===== src/rtl/mips_iterative_alu.sv =====
// Registered EX-stage ALU for the multicycle MIPS core. Logic and add/sub ops
// finish in one cycle; unsigned MUL and DIVU iterate one bit per cycle and
// return full-width HI/LO results behind a Start/Busy/Done handshake.
module mips_iterative_alu #(
  parameter int unsigned DATA_WIDTH = 32,
  parameter int unsigned CNT_WIDTH  = 6
) (
  input  logic                  CLK,
  input  logic                  RST,
  input  logic                  Start,
  input  logic [DATA_WIDTH-1:0] SrcA,
  input  logic [DATA_WIDTH-1:0] SrcB,
  input  logic [2:0]            ALU_Control,
  output logic [DATA_WIDTH-1:0] ALU_Result,
  output logic [DATA_WIDTH-1:0] Hi_Result,
  output logic                  Zero,
  output logic                  Busy,
  output logic                  Done,
  output logic                  Div_By_Zero
);

  typedef enum logic [1:0] {IDLE, MUL_RUN, DIV_RUN, FINISH} state_t;
  typedef enum logic [2:0] {
    OP_AND = 3'b000, OP_OR  = 3'b001, OP_ADD = 3'b010, OP_DIVU = 3'b011,
    OP_SUB = 3'b100, OP_MUL = 3'b101, OP_SLT = 3'b110, OP_NOR  = 3'b111
  } op_t;

  localparam logic [CNT_WIDTH-1:0] CNT_ONE  = CNT_WIDTH'(1);
  localparam logic [CNT_WIDTH-1:0] CNT_INIT = CNT_WIDTH'(DATA_WIDTH);

  state_t                state, state_nxt;
  op_t                   op;
  logic [CNT_WIDTH-1:0]  cnt;
  // hi_w: accumulator (MUL) or partial remainder (DIVU)
  // lo_w: multiplier/low product (MUL) or dividend/quotient (DIVU)
  logic [DATA_WIDTH-1:0] hi_w, lo_w, opb;
  logic [DATA_WIDTH-1:0] hi_step, lo_step;
  logic [DATA_WIDTH:0]   mul_sum, div_shift, div_diff;
  logic [DATA_WIDTH-1:0] sc_res, sc_hi;
  logic                  accept, div_zero, last_iter, slt_bit;

  assign op        = op_t'(ALU_Control);
  assign accept    = (state == IDLE) && Start;
  assign div_zero  = (op == OP_DIVU) && (SrcB == '0);
  assign last_iter = (cnt == CNT_ONE);

  // State register
  always_ff @(posedge CLK or posedge RST) begin
    if (RST) state <= IDLE;
    else     state <= state_nxt;
  end

  // Next-state logic and handshake outputs
  always_comb begin
    state_nxt = state;
    Busy      = 1'b0;
    Done      = 1'b0;
    case (state)
      IDLE: begin
        if (Start) begin
          if (op == OP_MUL)                    state_nxt = MUL_RUN;
          else if (op == OP_DIVU && !div_zero) state_nxt = DIV_RUN;
          else                                 state_nxt = FINISH;
        end
      end
      MUL_RUN, DIV_RUN: begin
        Busy = 1'b1;
        if (last_iter) state_nxt = FINISH;
      end
      FINISH: begin
        Done      = 1'b1;
        state_nxt = IDLE;
      end
      default: state_nxt = IDLE;
    endcase
  end

  // One shift-add or restoring-divide step per cycle
  always_comb begin
    mul_sum   = {1'b0, hi_w} + (lo_w[0] ? {1'b0, opb} : '0);
    div_shift = {hi_w, lo_w[DATA_WIDTH-1]};
    div_diff  = div_shift - {1'b0, opb};
    hi_step   = hi_w;
    lo_step   = lo_w;
    if (state == MUL_RUN) begin
      hi_step = mul_sum[DATA_WIDTH:1];
      lo_step = {mul_sum[0], lo_w[DATA_WIDTH-1:1]};
    end else if (state == DIV_RUN) begin
      // A clear top bit of the difference means the shifted remainder
      // was >= divisor, so the subtraction sticks and the quotient bit is 1.
      if (!div_diff[DATA_WIDTH]) begin
        hi_step = div_diff[DATA_WIDTH-1:0];
        lo_step = {lo_w[DATA_WIDTH-2:0], 1'b1};
      end else begin
        hi_step = div_shift[DATA_WIDTH-1:0];
        lo_step = {lo_w[DATA_WIDTH-2:0], 1'b0};
      end
    end
  end

  // Single-cycle results, computed straight from the operands at accept
  always_comb begin
    slt_bit = $signed(SrcA) < $signed(SrcB);
    sc_res  = '0;
    sc_hi   = '0;
    case (op)
      OP_AND:  sc_res = SrcA & SrcB;
      OP_OR:   sc_res = SrcA | SrcB;
      OP_ADD:  sc_res = SrcA + SrcB;
      OP_SUB:  sc_res = SrcA - SrcB;
      OP_SLT:  sc_res[0] = slt_bit;
      OP_NOR:  sc_res = ~(SrcA | SrcB);
      OP_DIVU: begin
        sc_res = '1;
        sc_hi  = SrcA;
      end
      default: sc_res = '0;
    endcase
  end

  // Operand capture, iteration registers and result write on FINISH entry
  always_ff @(posedge CLK or posedge RST) begin
    if (RST) begin
      hi_w        <= '0;
      lo_w        <= '0;
      opb         <= '0;
      cnt         <= '0;
      ALU_Result  <= '0;
      Hi_Result   <= '0;
      Zero        <= 1'b1;
      Div_By_Zero <= 1'b0;
    end else if (accept) begin
      Div_By_Zero <= div_zero;
      if (op == OP_MUL) begin
        hi_w <= '0;
        lo_w <= SrcB;
        opb  <= SrcA;
        cnt  <= CNT_INIT;
      end else if (op == OP_DIVU && !div_zero) begin
        hi_w <= '0;
        lo_w <= SrcA;
        opb  <= SrcB;
        cnt  <= CNT_INIT;
      end else begin
        ALU_Result <= sc_res;
        Hi_Result  <= sc_hi;
        Zero       <= (sc_res == '0);
      end
    end else if (state == MUL_RUN || state == DIV_RUN) begin
      hi_w <= hi_step;
      lo_w <= lo_step;
      cnt  <= cnt - CNT_ONE;
      if (last_iter) begin
        ALU_Result <= lo_step;
        Hi_Result  <= hi_step;
        Zero       <= (lo_step == '0);
      end
    end
  end

endmodule

===== config.mk =====
export PLATFORM = sky130hd
export DESIGN_NAME = mips_iterative_alu
export DESIGN_NICKNAME = d
export VERILOG_FILES = /design/src/rtl/mips_iterative_alu.sv
export SDC_FILE = /design/constraint.sdc
export NUM_CORES = 1
export LEC_CHECK = 0
export ABC_AREA = 1
export CAP_MARGIN = 20
export CORE_MARGIN = 4
export CORE_UTILIZATION = 45
export DETAILED_ROUTE_END_ITERATION = 8
export PLACE_DENSITY = 0.63
export SYNTH_ARGS = -nofsm -noshare
export SYNTH_HDL_FRONTEND = slang
export SYNTH_SLANG_ARGS = --single-unit

===== constraint.sdc =====
create_clock -name CLK -period 13.78 [get_ports CLK]
set_input_delay 2.756 -clock CLK [delete_from_list [all_inputs] [get_ports CLK]]
set_output_delay 2.756 -clock CLK [all_outputs]
set_load 0.02 [all_outputs]

==> impl_metrics.py <==
metrics = {
    "clock_network": {
        "clk_latency_ps": 500,
        "cts_buffer_depth": 2,
        "hold_buffers": 0,
        "numCtsBuffers": 17,
        "root_buffer": "clkbuf_16",
        "h-tree-depth": 4,
        "cts_resized": 0,
        "path_clk_slew_ps": 70,
        "cts_tree": "done",
        "clock-sinks": 170,
        "cts_post_setup_buffers_inserted": 0,
    },
    "final_layout": {
        "fill_cells": 4886,
        "drive_above_1_share": 0.03990,
        "syn2layout_area_growth_pct": 11.08,
        "nNetsFinal": 3774,
        "utilization": 0.5063,
    },
    "floorplan": {
        "io_pins": 138,
        "rows": 78,
        "die_y_um": 222.4,
        "coreArea_um2": 45380,
        "dieWidth_um": 222.4,
        "dieArea_um2": 49460,
        "start_util": 0.4557,
    },
    "logic_synthesis": {
        "syn_nets": 3733,
        "yosys.cell_count.top_type": "nand2_1",
        "synth_ff_type": "dfrtp_1",
        "yosysTopAreaCellShare": 0.2045,
        "avgSynthCellArea_um2": 5.941,
        "ys_top_cells_by_count": "nand2_1, inv_1, nor2_1, o21ai_0, a21oi_1",
        "synth.distinct_cells": 57,
        "ys_warn_count": 0,
        "netlist_top_cells_area": "dfrtp_1, nand2_1, ha_1",
        "yosysTopAreaCell": "dfrtp_1",
        "synth_cells": 3481,
        "synth_async_sr_flop_share": 1.000,
        "ys_seq_area_frac": 0.2057,
        "synth_edf_count": 0,
        "ys_ff_latch": 170,
        "synth.cell_area_um2": 20680,
    },
    "job": {
        "cap_viol_max_count": 0,
    },
    "placement": {
        "io_buffers": 137,
        "dp_hpwl_mm": 77.09,
        "place.gp.congestion": 1.070,
    },
    "power_and_ir_drop": {
        "leakagePower_nw": 11.71,
        "ir_worst_vdd_mv": 0.1824,
        "power.total_mw": 5.635,
        "power_density_nw_per_um2": 245.3,
    },
    "timing": {
        "relSlewSlack": 0.2924,
        "layout_min_cycle_time_ps": 6170,
        "drv_slew": 0,
        "fin_crit_sh": 0.4477,
        "rsz0062_at_grt": "false",
        "finalHoldViolations": 0,
        "finalSetupViolCount": 0,
        "fmax_ghz": 0.1621,
        "finClkSkew_ps": 13.53,
        "fin_setup_tns_ps": 0,
        "worst_pin_slew_ps": 1052,
    },
    "global_route": {
        "grt_pass1_wl_mm": 142.5,
        "grt_pass1_vias": 22110,
        "antenna_found_initial": 7,
        "overflow": 0,
        "grt_util_all_layers": 0.3798,
        "grt_max_degree": 91,
    },
    "worst_setup_path": {
        "cp.required_ps": 14200,
        "cp_max_fo": 6,
        "r2r_slack_ps": 9770,
        "endpoint_kind": "register",
        "critPathLaunchType": "input pin",
        "cp.arrival_ps": 6590,
        "path_class": "input pin to register",
    },
    "route": {
        "postRouteAntennaNets": 0,
        "drt_pass1_iterations": 6,
        "drtIter0Drc": 3160,
        "vias": 24390,
        "vias_per_cell": 5.895,
        "drc": 0,
        "finalWirelength_mm": 97.33,
        "wl_per_cell_um": 23.53,
    },
    "run_status": {
        "status": "finished, final reports clean",
    },
    "hold_path": {
        "hold_path_class": "register to register",
    },
}
registers in the layout, summed over array words and instances, names as in the netlist:
signal / flops
cnt: 6
Div_By_Zero: 1
Hi_Result: 32
state: 2
Zero: 1
lo_w: 32
opb: 32
hi_w: 32
ALU_Result: 32
layout by cell type, fill, tap and decap left out, types with 17 or more instances in the layout:
cell             instances
nand4_1                 39
o22ai_1                 21
ha_1                   176
o21ai_1                 18
a21oi_1                222
o21ai_0                307
o211ai_1                48
nor2_1                 311
clkbuf_16               17
a21boi_0                24
a211oi_1                17
nand2_1                967
dfrtp_1                169
or2_2                   45
inv_1                  526
xnor2_1                 26
clkdlybuf4s50_1        137
a21boi_1                23
nand3_1                220
buf_4                   20
o21a_1                  26
nor3_1                  29
critical path, cell delays in order:
cell             delay [ps]
clkdlybuf4s50_1         580
ha_1                    400
inv_1                   130
fa_1                    440
inv_1                   210
nand2_1                 100
nand2_1                 100
nand3_1                 210
nand2_1                 230
nand2_1                  90
nand2_1                 190
nand2_1                  70
nand3_1                  80
nand2_1                  60
nor2_1                  140
nand3_1                 120
nor2_1                  130
nand2_1                 190
nor2_1                  150
nand3_1                  80
a21oi_1                 130
stage by stage:
| step | worst slack, ps | cells | hold slack (ps) | area (um2) |
|---|---|---|---|---|
| 6_report | 7610 | 4137 | 499.1 | 22970 |
| 4_1_cts | 7314 | 4131 | 505.9 | 22920 |
| 5_1_grt | 7404 | 4134 | 536.7 | 22970 |
| 2_1_floorplan | 6422 | 3481 | 455.5 | 20680 |
| 3_3_place_gp | 6902 | 4097 | 476.0 | 22350 |
| 3_5_place_dp | 6783 | 4100 | 491.2 | 22360 |
metal layers:
layer,global-route usage,vias to the layer above,part of all wire
li1,-,11300,-
met1,0.5532,11410,0.44
met2,0.5284,1453,0.39
met3,0.1097,218,0.12
met4,0.1436,2,0.042
met5,0.006843,-,0.00045
report_power, final:
| part | leakage, nW | switching, mW | internal [mW] |
|---|---|---|---|
| combinational | 9.43 | 2.76 | 1.35 |
| clock | 0.272 | 0.255 | 0.238 |
| sequential | 2.01 | 0.267 | 0.761 |
cell families after synthesis:
family          Yosys count  synth area share
buf+inv                 680            0.1284
xor+xnor                 30           0.01270
fa+ha+maj               182            0.1116
simple gates           1668            0.3362
flops                   170            0.2057
compound gates          751            0.2054
layout make-up:
cell class	instances	area, um2	share of cell area
Clock buffer	17	425.4	0.01852
Sequential cell	170	4255	0.1852
Clock inverter	14	132.6	0.005773
Antenna cell	3	7.507	0.0003268
Timing Repair Buffer	162	1577	0.06862
Tap cell	600	750.7	0.03268
Multi-Input combinational cell	2631	13790	0.6004
Inverter	540	2032	0.08844
path summary, 6_finish.rpt:
check                                           start  depth (start not counted)                    endpoint
setup reg to reg                 state[0]$_DFFE_PP0P_                         16            Zero$_DFFE_PP1P_
max in group asynchronous                         RST                          3  ALU_Result[27]$_DFFE_PP0P_
hold / removal             ALU_Result[30]$_DFFE_PP0P_                          2  ALU_Result[30]$_DFFE_PP0P_
hold reg to reg            ALU_Result[30]$_DFFE_PP0P_                          2  ALU_Result[30]$_DFFE_PP0P_
setup / recovery                              SrcB[0]                         21            Zero$_DFFE_PP1P_
min in group asynchronous                         RST                          2        hi_w[31]$_DFFE_PP0P_
(Power assumes the default switching activity.)
